<file path="config.mk">
export PLATFORM = sky130hd
export DESIGN_NAME = crank_decoder
export DESIGN_NICKNAME = d
export VERILOG_FILES = /design/src/rtl/crank_decoder_pkg.sv /design/src/rtl/input_filter.sv /design/src/rtl/crank_decoder.sv
export SDC_FILE = /design/constraint.sdc
export NUM_CORES = 1
export LEC_CHECK = 0
export ABC_CLOCK_PERIOD_IN_PS = 8600
export CORE_MARGIN = 8
export CORE_UTILIZATION = 39
export DETAILED_ROUTE_END_ITERATION = 16
export PLACE_DENSITY = 0.58
export REMOVE_ABC_BUFFERS = 1
export SYNTH_ARGS = -nofsm -noshare
export SYNTH_HDL_FRONTEND = slang
export SYNTH_SLANG_ARGS = --single-unit
</file>
<file path="constraint.sdc">
create_clock -name clk -period 8.6 [get_ports clk]
set_input_delay 1.29 -clock clk [delete_from_list [all_inputs] [get_ports clk]]
set_output_delay 1.29 -clock clk [all_outputs]
set_load 0.01 [all_outputs]
</file>
<file path="src/rtl/crank_decoder_pkg.sv">
// Shared crank-wheel definitions for the crank decoder and the injector and
// ignition drivers that consume its phase output.
//   crank_state_t     : decoder state encoding
//   DEF_*             : default wheel and timing constants
//   gap_detect()      : missing-tooth test on two consecutive tooth periods
package crank_decoder_pkg;

  typedef enum logic [1:0] {
    ST_IDLE   = 2'd0,
    ST_HUNT   = 2'd1,
    ST_SYNCED = 2'd2
  } crank_state_t;

  localparam int          DEF_TEETH_TOTAL   = 36;
  localparam int          DEF_TEETH_MISSING = 1;
  localparam int          DEF_FILTER_CYCLES = 8;
  localparam logic [31:0] DEF_STALL_CYCLES  = 32'd50_000_000;

  // True when cur exceeds 1.5x prev. Both sides are widened to 34 bits so
  // that 3*prev cannot overflow for any 32-bit period.
  function automatic logic gap_detect(input logic [31:0] cur, input logic [31:0] prev);
    logic [33:0] lhs;
    logic [33:0] rhs;
    lhs = {1'b0, cur, 1'b0};
    rhs = {2'b00, prev} + {1'b0, prev, 1'b0};
    return lhs > rhs;
  endfunction

endpackage

</file>
<file path="src/rtl/input_filter.sv">
// Two-flop synchronizer followed by a level filter. A new input level is
// accepted only after it has been seen on the synchronized input for
// FILTER_CYCLES consecutive clocks; shorter pulses and dropouts are ignored.
// Used for the crank input and intended for the cam input as well.
//   clk      in   system clock
//   reset_n  in   asynchronous active-low reset
//   raw      in   asynchronous sensor input
//   level    out  filtered, synchronous level
module input_filter
  import crank_decoder_pkg::*;
#(
  parameter int FILTER_CYCLES = DEF_FILTER_CYCLES
) (
  input  logic clk,
  input  logic reset_n,
  input  logic raw,
  output logic level
);

  localparam int            CW   = (FILTER_CYCLES < 2) ? 1 : $clog2(FILTER_CYCLES);
  localparam logic [CW-1:0] LAST = CW'(FILTER_CYCLES - 1);

  logic          sync_ff1;
  logic          sync_ff2;
  logic [CW-1:0] hold_cnt;

  always_ff @(posedge clk or negedge reset_n) begin
    if (!reset_n) begin
      sync_ff1 <= 1'b0;
      sync_ff2 <= 1'b0;
      hold_cnt <= '0;
      level    <= 1'b0;
    end else begin
      sync_ff1 <= raw;
      sync_ff2 <= sync_ff1;
      // Any return to the accepted level restarts the qualification window.
      if (sync_ff2 == level) begin
        hold_cnt <= '0;
      end else if (hold_cnt == LAST) begin
        level    <= sync_ff2;
        hold_cnt <= '0;
      end else begin
        hold_cnt <= hold_cnt + CW'(1);
      end
    end
  end

endmodule

</file>
<file path="src/rtl/crank_decoder.sv">
// Missing-tooth crank wheel decoder. Filters the crank sensor, measures the
// period between teeth, locks onto the sync gap and then emits one trigger
// per tooth with the tooth index within the revolution.
//   clk            in   system clock
//   reset_n        in   asynchronous active-low reset
//   crank_in       in   raw crank sensor, tooth = rising edge
//   trigger        out  one-cycle pulse per accepted tooth while synced
//   eng_phase      out  tooth index, valid with trigger
//   synced         out  high while locked to the wheel
//   tooth_period   out  clk cycles between the last two accepted teeth
//   sync_loss_cnt  out  saturating count of lost lock events
//
// state     | meaning
// ST_IDLE   | engine stopped or just reset, waiting for any tooth
// ST_HUNT   | teeth arriving, looking for the sync gap
// ST_SYNCED | locked, tooth index tracks the wheel
module crank_decoder
  import crank_decoder_pkg::*;
#(
  parameter int          TEETH_TOTAL   = DEF_TEETH_TOTAL,
  parameter int          TEETH_MISSING = DEF_TEETH_MISSING,
  parameter int          FILTER_CYCLES = DEF_FILTER_CYCLES,
  parameter logic [31:0] STALL_CYCLES  = DEF_STALL_CYCLES
) (
  input  logic        clk,
  input  logic        reset_n,
  input  logic        crank_in,
  output logic        trigger,
  output logic [15:0] eng_phase,
  output logic        synced,
  output logic [31:0] tooth_period,
  output logic [7:0]  sync_loss_cnt
);

  localparam logic [15:0] GAP_IDX = 16'(TEETH_TOTAL - TEETH_MISSING - 1);

  crank_state_t state;
  logic         level;
  logic         level_q;
  logic         tooth_evt;
  logic [31:0]  period_cnt;
  logic [31:0]  prev_period;
  logic         prev_valid;
  logic [15:0]  tooth_idx;
  logic         stall;
  logic         gap;
  logic         gap_expected;

  input_filter #(
    .FILTER_CYCLES(FILTER_CYCLES)
  ) u_crank_filter (
    .clk    (clk),
    .reset_n(reset_n),
    .raw    (crank_in),
    .level  (level)
  );

  assign tooth_evt    = level & ~level_q;
  // Equality rather than >= so the stall fires once; the counter runs on
  // past it, letting the next tooth leave IDLE normally.
  assign stall        = (period_cnt == STALL_CYCLES);
  assign gap          = prev_valid & gap_detect(period_cnt, prev_period);
  assign gap_expected = (tooth_idx == GAP_IDX);

  always_ff @(posedge clk or negedge reset_n) begin
    if (!reset_n) begin
      state         <= ST_IDLE;
      level_q       <= 1'b0;
      period_cnt    <= '0;
      prev_period   <= '0;
      prev_valid    <= 1'b0;
      tooth_idx     <= '0;
      trigger       <= 1'b0;
      eng_phase     <= '0;
      synced        <= 1'b0;
      tooth_period  <= '0;
      sync_loss_cnt <= '0;
    end else begin
      level_q <= level;
      trigger <= 1'b0;

      if (tooth_evt) begin
        period_cnt <= 32'd1;
      end else if (period_cnt != '1) begin
        period_cnt <= period_cnt + 32'd1;
      end

      if (stall) begin
        state      <= ST_IDLE;
        synced     <= 1'b0;
        prev_valid <= 1'b0;
      end else if (tooth_evt) begin
        tooth_period <= period_cnt;
        prev_period  <= period_cnt;
        case (state)
          ST_IDLE: begin
            // Period since IDLE is meaningless, so it cannot serve as prev.
            state      <= ST_HUNT;
            prev_valid <= 1'b0;
          end
          ST_HUNT: begin
            prev_valid <= 1'b1;
            if (gap) begin
              state     <= ST_SYNCED;
              synced    <= 1'b1;
              tooth_idx <= '0;
              trigger   <= 1'b1;
              eng_phase <= '0;
            end
          end
          ST_SYNCED: begin
            prev_valid <= 1'b1;
            if (gap == gap_expected) begin
              trigger <= 1'b1;
              if (gap) begin
                tooth_idx <= '0;
                eng_phase <= '0;
              end else begin
                tooth_idx <= tooth_idx + 16'd1;
                eng_phase <= tooth_idx + 16'd1;
              end
            end else begin
              state  <= ST_HUNT;
              synced <= 1'b0;
              if (sync_loss_cnt != 8'hFF) begin
                sync_loss_cnt <= sync_loss_cnt + 8'd1;
              end
            end
          end
          default: state <= ST_IDLE;
        endcase
      end
    end
  end

endmodule
</file>
==> results of run 1 <==
## power by group through the flow
stage	Sequential (mW)	Clock [mW]	Combinational [mW]
CTS	0.596	0.410	0.614
detailed placement	0.605	0	0.607
global placement	0.601	0	0.593
finish	0.594	0.398	0.606
floorplan	0.586	0	0.424
global route	0.604	0.431	0.694
## worst max-delay path, delay by kind of cell, from the launching register on
family	cells	cell delay [ps]
fa+ha+maj	3	960
simple gates	2	540
compound gates	13	3260
xor+xnor	1	170
mux	2	530
flops	1	470
## sequential cells by signal, indices dropped and copies added (netlist names), 2 cells and up
register	count
u_crank_filter.hold_cnt	3
sync_loss_cnt	8
state	2
tooth_idx	16
period_cnt	32
prev_period	32
## layer usage
metal / global-route usage [%] / vias to the layer above
li1: - / 2811
met1: 21.7 / 2819
met2: 25.5 / 137
met3: 1.92 / 15
met4: 6.20 / 0
met5: 0 / -
## placed cells by master (no fill, tap or decap), types with 12 or more instances in the layout
| master | count |
|---|---|
| o21a_1 | 14 |
| dfrtp_1 | 100 |
| xnor2_1 | 28 |
| a21o_1 | 12 |
| a21oi_1 | 65 |
| inv_1 | 18 |
| xor2_1 | 38 |
| o21ai_0 | 25 |
| ha_1 | 75 |
| mux2_2 | 31 |
| nand3_1 | 32 |
| nor3_1 | 13 |
| nand2_1 | 50 |
| nand4_1 | 22 |
| clkdlybuf4s50_1 | 59 |
| nor2_1 | 57 |
| and3_1 | 21 |
## metrics by stage
step	std cells	hold WS, ps	power (mW)
floorplan	715	331	1.01
global placement	1007	333	1.19
detailed placement	1007	341	1.21
CTS	1023	358	1.62
global route	1023	360	1.73
finish	1023	355	1.60
## layout make-up
type | count | share of cell area [%]
tap | 229 | 3.52
multi-input combinational | 597 | 53.9
timing repair buffer | 63 | 7.63
clock buffer | 11 | 2.98
clock inverter | 5 | 0.431
inverter | 18 | 0.830
sequential | 100 | 30.8
## final timing paths
path	startpoint	endpoint	slack (ps)	depth (start not counted)
max in group asynchronous	reset_n	tooth_idx[12]	6480	2
min in group asynchronous	reset_n	prev_period[13]	920	1
max	prev_period[0]	tooth_idx[1]	2570	21
min reg2reg	u_crank_filter.sync_ff1	u_crank_filter.sync_ff2	360	0
min	u_crank_filter.sync_ff1	u_crank_filter.sync_ff2	360	0
max reg2reg	prev_period[0]	tooth_idx[1]	2570	21
## cell families (layout without fill, tap and decap cells)
| logic type | count (synthesis) | after routing | synth area share (%) |
|---|---|---|---|
| buf+inv | 36 | 97 | 2.12 |
| simple gates | 250 | 250 | 18.3 |
| mux | 35 | 35 | 5.86 |
| xor+xnor | 66 | 66 | 8.23 |
| compound gates | 170 | 170 | 16.2 |
| flops | 100 | 100 | 35.6 |
| fa+ha+maj | 76 | 76 | 13.6 |
==> summary.md, run 1 <==
| Metric | Value |
|---|---|
| Main area contributors after synthesis | `dfrtp_1 (36%), ha_1 (13%), mux2_2 (5.0%), xor2_1 (4.7%), a21oi_1 (4.6%)` |
| Clk_lat worst skew | `360 ps` |
| Crit path required time | `8850 ps` |
| Crit path cell chain | `ha_1 > fa_1 > a211oi_2 > o211ai_2 > a31o_4 > o21a_1 > a21oi_1 > o21bai_1 > a21o_1 > a21oi_1 > xor2_1 > ha_1 > a21oi_1 > o21ai_0 > a221oi_1 > nand3_1 > a21oi_1 > or3_1 > mux2i_4 > a211oi_4 > mux2_4` |
| Yosys cell types | `63` |
| DIE WIDTH | `150 um` |
| Final-report hold violation count | `0` |
| WL/cell | `16.9 um` |
| Top post-synthesis cells by count | `dfrtp_1 (100), ha_1 (75), a21oi_1 (65)` |
| Area grow syn2layout | `15.9%` |
| Pre-CTS WS | `2560 ps` |
| Initial antenna violation count | `0` |
| First-pass GRT wire length | `29200 um` |
| Vias in the first global route | `5710` |
| Hold/Removal Path Class | `reg -> reg` |
| Largest fanout on the critical path | `16` |
| Clock-pin slew of the registers on the worst-case setup and hold paths | `80 ps` |
| DRT Wirelength | `17200 um` |
| Worst-margin pin slew | `1260 ps` |
| Reg power frac | `37.2%` |
| Metal-1 WL | `8150 um` |
| Routability cong. | `0.899` |
| Total number of vias | `5782` |
| Die ar. | `0.0226 mm2` |
| RSZ-0062 raised after global routing | `false` |
| Grt total ovfl | `0` |
| # port buffers | `60` |
| Ys flop type | `dfrtp_1` |
| P_sw | `0.623 mW` |
| Detail Route Antenna Nets | `0` |
| Number of flops mapped to enable cells by yosys | `0` |
| Switch share | `38.9%` |
| Post-place instance area | `0.00785 mm2` |
| CP arrival | `6280 ps` |
| H-tree levels | `3` |
| Worst setup EP type | `register` |
| # IOs | `61` |
| CP max stage cell | `a211oi_4` |
| Min Tclk post-route | `6030 ps` |
| Max-slew headroom at the worst pin | `15.4%` |
| Most frequent cell after synthesis | `dfrtp_1` |
| Worst VDD drop | `0.134 mV` |
| Final Setup Violations | `0` |
| Maximum root-to-sink buffer count | `2` |
| DR top layer | `met4` |
| Logic pwr share | `37.9%` |
| Starting Density | `39.4%` |
| Total GRT Usage | `15.9%` |
| Core Util, Final | `45.6%` |
| Pin count of the biggest net entering global routing | `62` |
| Post-synth top area share | `35.6%` |
| Startpoint types | `register` |
| Worst stage delay on the critical path | `780 ps` |
| Register area | `0.00250 mm2` |
| Multi-input logic area | `0.00438 mm2` |
| Most frequent CP cell | `a21oi_1` |
| Worst Skew | `12.2 ps` |
| DR iter-0 viols | `270` |
| Clk pwr share | `24.9%` |
| Drt drc | `0` |
| Crit Path Category | `reg -> reg` |
| Max cap viols | `0` |
| Post-synthesis sequential area ratio | `35.6%` |
| Drt first pass iters | `5` |
| CTS tree | `yes` |
| Leading area contributor after synthesis | `dfrtp_1` |
| Post-CTS sizing | `0` |
| Cell area after synthesis | `0.00702 mm2` |
| Synth warnings | `0` |
| Site row count | `49` |
| Status | `completed` |
| FFs w/ async S/R, synth | `100%` |
| Leakage power | `3.74 nW` |
| Synthesized instance count | `733` |
| WL met3 | `698 um` |
| Int Power | `0.976 mW` |
| Die H | `150 um` |
| Synth Register Bits | `100` |
| Pwr dens | `197 mW/mm2` |
| Fmax achieved | `166 MHz` |
| Vias per cell | `5.65` |
| Post-CTS Setup Bufs | `0` |
| Hpwl dp | `13000 um` |
| Clock sink total | `100` |
| Setup Total Neg Slack | `0 ps` |
| Met2 Wirelength | `8110 um` |
| Clk root buf | `clkbuf_16` |
| Fin crit share | `70.1%` |
| TritonCTS Buffers | `9` |
| Final-stage net count | `868` |
| Core area | `0.0178 mm2` |
| Syn Area/Cell | `9.58 um2` |
| Worst setup margin | `2570 ps` |
| Hold buffers post-CTS | `0` |
| Final Max Slew Viols | `0` |
| Share of layout cells above drive strength 1 | `10.1%` |
| Design Area, Final | `0.00814 mm2` |
| Fill cell instance count of the final layout | `1694` |
| Ant diodes | `0` |
Note: power is estimated with default switching activity, not from simulation.
==> run 2: changes to the inputs <==
--- a/config.mk
+++ b/config.mk
@@ -5,11 +5,11 @@
 export SDC_FILE = /design/constraint.sdc
 export NUM_CORES = 1
 export LEC_CHECK = 0
-export ABC_CLOCK_PERIOD_IN_PS = 8600
+export ABC_CLOCK_PERIOD_IN_PS = 5450
 export CORE_MARGIN = 8
 export CORE_UTILIZATION = 39
 export DETAILED_ROUTE_END_ITERATION = 16
-export PLACE_DENSITY = 0.58
+export PLACE_DENSITY = 0.6
 export REMOVE_ABC_BUFFERS = 1
 export SYNTH_ARGS = -nofsm -noshare
 export SYNTH_HDL_FRONTEND = slang
==> constraint.sdc (replaced) <==
create_clock -name clk -period 5.45 [get_ports clk]
set_input_delay 0.8175 -clock clk [delete_from_list [all_inputs] [get_ports clk]]
set_output_delay 0.8175 -clock clk [all_outputs]
set_load 0.01 [all_outputs]
==> run 2 against run 1 <==
Compared with the run above: routed wire length fell by 2.4%; clock-buffer cell count stayed put; largest power group unchanged; highest routed layer unchanged; clock skew decreased by 2.3 ps; hold slack better by 5.3 ps; register-to-register slack worse by 2200 ps; global-route usage down 0.54 points.
==> summary.md, run 2 (same netlist as run 1, synthesis figures left out) <==
| Metric | Value |
|---|---|
| Detail Route Antenna Nets | `0` |
| CP Capture Point | `tooth_idx[14]` |
| Final Max Slew Viols | `0` |
| Routability cong. | `0.848` |
| DIE WIDTH | `150 um` |
| CP max stage cell | `dfrtp_1` |
| H-tree levels | `3` |
| Crit path required time | `5680 ps` |
| # port buffers | `60` |
| Die H | `150 um` |
| Most frequent cells in the layout | `dfrtp_1 (100), ha_1 (75), a21oi_1 (64), clkdlybuf4s50_1 (59), nor2_1 (57)` |
| Multi-input logic area | `0.00440 mm2` |
| Most common cell after layout, fill and taps aside | `dfrtp_1` |
| Area grow syn2layout | `17.1%` |
| Total number of vias | `5643` |
| Vias in the first global route | `5428` |
| Vias per cell | `5.47` |
| Grt total ovfl | `0` |
| Clk_lat worst skew | `360 ps` |
| CTS tree | `yes` |
| Design Power | `2.60 mW` |
| Core area | `0.0178 mm2` |
| Worst hold slack | `361 ps` |
| Hold path startpoint | `u_crank_filter.sync_ff1` |
| WP buf/inv | `1` |
| Ant diodes | `0` |
| Final Setup Violations | `0` |
| Reg2reg end | `tooth_idx[14]` |
| Regs by FF count | `period_cnt: 32 flops, prev_period: 32 flops, tooth_idx: 16 flops` |
| Fmax achieved | `196 MHz` |
| Final-report hold violation count | `0` |
| Starting Density | `39.4%` |
| Site row count | `49` |
| Drt first pass iters | `4` |
| Share of layout cells above drive strength 1 | `11.6%` |
| Status | `completed` |
| Total GRT Usage | `15.4%` |
| Clock sink total | `100` |
| Crit Path Category | `reg -> reg` |
| CP arrival | `5330 ps` |
| Fill cell instance count of the final layout | `1718` |
| Fin crit share | `93.6%` |
| Setup Total Neg Slack | `0 ps` |
| Maximum root-to-sink buffer count | `2` |
| RSZ-0062 raised after global routing | `false` |
| Critical Path Stages | `22` |
| DRT Wirelength | `16800 um` |
| Final-stage net count | `876` |
| Max-slew headroom at the worst pin | `31.3%` |
| TritonCTS Buffers | `9` |
| Hpwl dp | `12500 um` |
| Hold buffers post-CTS | `0` |
| Pre-CTS WS | `59.8 ps` |
| CP top delay family | `compound AO/OA/AOI/OAI gates` |
| Pin count of the biggest net entering global routing | `66` |
| Largest fanout on the critical path | `14` |
| Leakage power | `3.77 nW` |
| Pwr dens | `316 mW/mm2` |
| Drt drc | `0` |
| Worst setup EP type | `register` |
| Worst-margin pin slew | `1020 ps` |
| Min Tclk post-route | `5100 ps` |
| Worst VDD drop | `0.243 mV` |
| R2r startpoint | `prev_period[1]` |
| Max cap viols | `0` |
| # IOs | `61` |
| Die ar. | `0.0226 mm2` |
| Hold/Removal Path Class | `reg -> reg` |
| Core Util, Final | `46.1%` |
| Most frequent CP cell | `a21oi_1` |
| Setup slack, reg-to-reg | `350 ps` |
| WL/cell | `16.3 um` |
| Critical path origin | `prev_period[1]` |
| Clk root buf | `clkbuf_16` |
| Register area | `0.00250 mm2` |
| Crit path cell chain | `ha_1 > fa_1 > a211oi_2 > o211ai_2 > a31o_4 > o21a_1 > a21oi_1 > o21bai_1 > a21o_1 > a21oi_1 > xor2_1 > ha_1 > nand2_1 > o21ai_0 > a221oi_2 > a21oi_1 > a21oi_2 > or3_4 > mux2i_4 > a211oi_4 > buf_6 > a31oi_1` |
| R2r worst-path depth | `22` |
| Worst Skew | `9.96 ps` |
| DR iter-0 viols | `380` |
| Worst stage delay on the critical path | `470 ps` |
| Initial antenna violation count | `0` |
| Worst setup margin | `348 ps` |
| First-pass GRT wire length | `28200 um` |
| Clock-pin slew of the registers on the worst-case setup and hold paths | `70 ps` |
| Startpoint types | `register` |
## run 2: metrics by stage
stage	std cells	cell area, um2
after floorplan	715	6940
after global placement	1013	7900
after detailed placement	1013	7900
after CTS	1029	8170
after global routing	1031	8220
final	1031	8220
## run 2: what timing repair did
item                       CTS  global route
setup endpoints to repair    0            28
buffers inserted             0             2
gates resized for setup      0             7
## run 2: area by class of cell
cell class	instances	share of cell area (%)
Multi-Input combinational cell	597	53.6
Inverter	18	0.822
Clock inverter	5	0.518
Timing Repair Buffer	71	8.33
Clock buffer	11	2.83
Tap cell	229	3.49
Sequential cell	100	30.4
## run 2: metal layers
metal	GRT usage (%)	vias to the layer above	part of all wire [%]
met3	2.86	13	3.7
met5	0	-	0
li1	-	2835	-
met4	4.55	0	1.4
met1	22.3	2695	51
met2	22.8	100	44
## run 2: where the power goes
group	switching (mW)	total, mW	internal [mW]
logic	0.582	1.04	0.463
registers	0.110	0.931	0.821
clock network	0.306	0.622	0.317
## run 2: how the worst min path moves through the flow
stage | to | slack [ps] | cells after the start
detailed placement | u_crank_filter.sync_ff2 | 340 | 0
global route | u_crank_filter.sync_ff2 | 380 | 0
finish | u_crank_filter.sync_ff2 | 360 | 0
global placement | u_crank_filter.sync_ff2 | 330 | 0
CTS | u_crank_filter.sync_ff2 | 360 | 0
floorplan | u_crank_filter.sync_ff2 | 330 | 0
==> patch: new RTL, flow settings as in run 2 <==
Change the package constant `DEF_FILTER_CYCLES` from 8 to 16.
--- a/src/rtl/crank_decoder_pkg.sv
+++ b/src/rtl/crank_decoder_pkg.sv
@@ -13,7 +13,7 @@
 
   localparam int          DEF_TEETH_TOTAL   = 36;
   localparam int          DEF_TEETH_MISSING = 1;
-  localparam int          DEF_FILTER_CYCLES = 8;
+  localparam int          DEF_FILTER_CYCLES = 16;
   localparam logic [31:0] DEF_STALL_CYCLES  = 32'd50_000_000;
 
   // True when cur exceeds 1.5x prev. Both sides are widened to 34 bits so
Check against the original RTL: same outputs for any inputs over 10 cycles, from zero or initial values and one cycle with reset_n low; that may be too few to reach the edited logic, so the function may still have changed.
==> patch against run 2 <==
  * Sequential cell count grew 1
  * Routed wire length grew 4.3%
  * Worst setup slack better by 15 ps
  * Final area up 1.1%
  * Global-route usage up 0.77 points
  * Critical path depth fell by 4
  * Non-clock buffer count shrank 3
  * Synthesized area rose by 0.93%
  * Critical path type unchanged
Power is not compared: it rests on default switching activity, and its combinational part moved more than twofold at a synthesized area within 25%.
==> patch: results (changes against run 2) <==
metric,value,unit,change
relSlewSlack,23.49,%,was 31.30%
grt_overflow,0,,unchanged
fin_cells,1052,,"was 1,031"
dpl_cell_area,0.007980,mm2,was 0.007895 mm2
cts_made_buffers,9,,unchanged
nets,896,,was 876
yosysWarnings,0,,unchanged
synthArstFlopShare,100.0,%,unchanged
status,"complete, no violations",,unchanged
syn-cell-area,0.007087,mm2,was 0.007022 mm2
firstDrtPassIters,5,,was 4
syn_inst,754,,was 733
grt_pass1_wl,29.71,mm,was 28.21 mm
yosys-top-cells-count,"101 x dfrtp_1, 74 x ha_1, 64 x nand2_1, 62 x nor2_1, 61 x a21oi_1",,"was 100 x dfrtp_1, 75 x ha_1, 65 x a21oi_1, 57 x nor2_1, 50 x nand2_1"
grtUsageMet3,3.227,%,was 2.855%
drt_iter0_markers,265,,was 380
critPathArrivalTime,5340,ps,was 5330 ps
critical_path_peak_fanout,8,,was 14
gr-usage-all-layers,16.17,%,was 15.40%
met1_usage,22.23,%,was 22.26%
layout-drive-gt1-share,9.599,%,was 11.60%
place.gp.congestion,0.8712,,was 0.8477
ys_seq_area_share,35.66,%,was 35.64%
fin_worst_skew,7.586,ps,was 9.964 ps
first_global_vias,5809,,"was 5,428"
placed_cells,1036,,"was 1,013"
wl_per_cell,16.69,um,was 16.33 um
grt_max_degree,60,,was 66
swShare,26.04,%,
cts.path.max_buffers,2,,unchanged
met2_usage,25.54,%,was 22.84%
synth.area.top_cells,"dfrtp_1 36%, ha_1 13%, xor2_1 4.9%, mux2_2 4.9%, a21oi_1 4.3%",,"was dfrtp_1 36%, ha_1 13%, mux2_2 5.0%, xor2_1 4.7%, a21oi_1 4.6%"
dp_slack,170.0,ps,was 59.76 ps
leakagePower,3.782,nW,
fill_cells,1730,,"was 1,718"
hpwl,13.10,mm,was 12.49 mm
-- patch: cell types whose count changed after synthesis, sizes merged, moves of 4 or more --
| cell | run 2 | this run |
|---|---|---|
| nand2b | 8 | 16 |
| a311oi | 1 | 5 |
| a31oi | 5 | 17 |
| nor2 | 57 | 62 |
| nand2 | 51 | 64 |
| o21a | 14 | 5 |
| a21oi | 75 | 63 |
| a21boi | 0 | 4 |
| nand3 | 32 | 36 |
| and3 | 21 | 13 |
-- patch: kinds of logic after synthesis --
family | synth area share (%)
buffers and inverters | 1.942
adders and majority gates | 13.35
AOI/OAI and AO/OA | 16.17
muxes | 5.367
DFF | 35.66
and+or+nand+nor | 19.47
xor gates and xnor gates | 8.033
-- patch: routing by layer --
metal	share of wire (%)	vias to the layer above
met5	0	-
met3	4.1	10
met4	0.88	0
met1	49	2858
li1	-	2913
met2	46	95
-- patch: power by group through the flow --
stage	combinational, mW	clock [mW]	sequential [mW]
floorplan	0.101	0	0.811
global placement	0.151	0	0.824
detailed placement	0.154	0	0.824
CTS	0.155	0.711	0.810
global route	0.181	0.735	0.815
finish	0.155	0.685	0.809
-- patch: worst reg2reg max path: cells and delay by family, from the launching register on --
family,cells,cell delay [ps]
compound gates,9,2430
fa+ha+maj,2,550
simple gates,6,1180
mux,1,360
flops,1,460
-- patch: area by class of cell --
type                       count  area [um2]  share of cell area [%]
clock buffer                  12       256.5                   3.088
clock inverter                 4       55.05                  0.6628
inverter                      20       75.07                  0.9039
multi-input combinational    618        4447                   53.54
sequential                   101        2527                   30.43
tap                          229       286.5                   3.450
timing repair buffer          68       658.1                   7.924
-- patch: metrics by stage --
stage | total power [mW] | util (%)
3_5_place_dp | 0.9782 | 44.58
2_1_floorplan | 0.9129 | -
6_report | 1.649 | 46.39
3_3_place_gp | 0.9749 | 44.58
5_1_grt | 1.732 | 46.39
4_1_cts | 1.677 | 46.32
-- patch: path summary, 6_finish.rpt --
path | cells past startpoint | from | slack (ps) | to
max reg2reg | 18 | prev_period[1]$_DFFE_PN0P_ | 360 | synced$_DFFE_PN0P_
max in group asynchronous | 2 | reset_n | 3840 | period_cnt[21]$_DFFE_PN0P_
max | 18 | prev_period[1]$_DFFE_PN0P_ | 360 | synced$_DFFE_PN0P_
min reg2reg | 0 | u_crank_filter.sync_ff1$_DFF_PN0_ | 360 | u_crank_filter.sync_ff2$_DFF_PN0_
min in group asynchronous | 1 | reset_n | 540 | u_crank_filter.hold_cnt[0]$_DFF_PN0_
min | 0 | u_crank_filter.sync_ff1$_DFF_PN0_ | 360 | u_crank_filter.sync_ff2$_DFF_PN0_
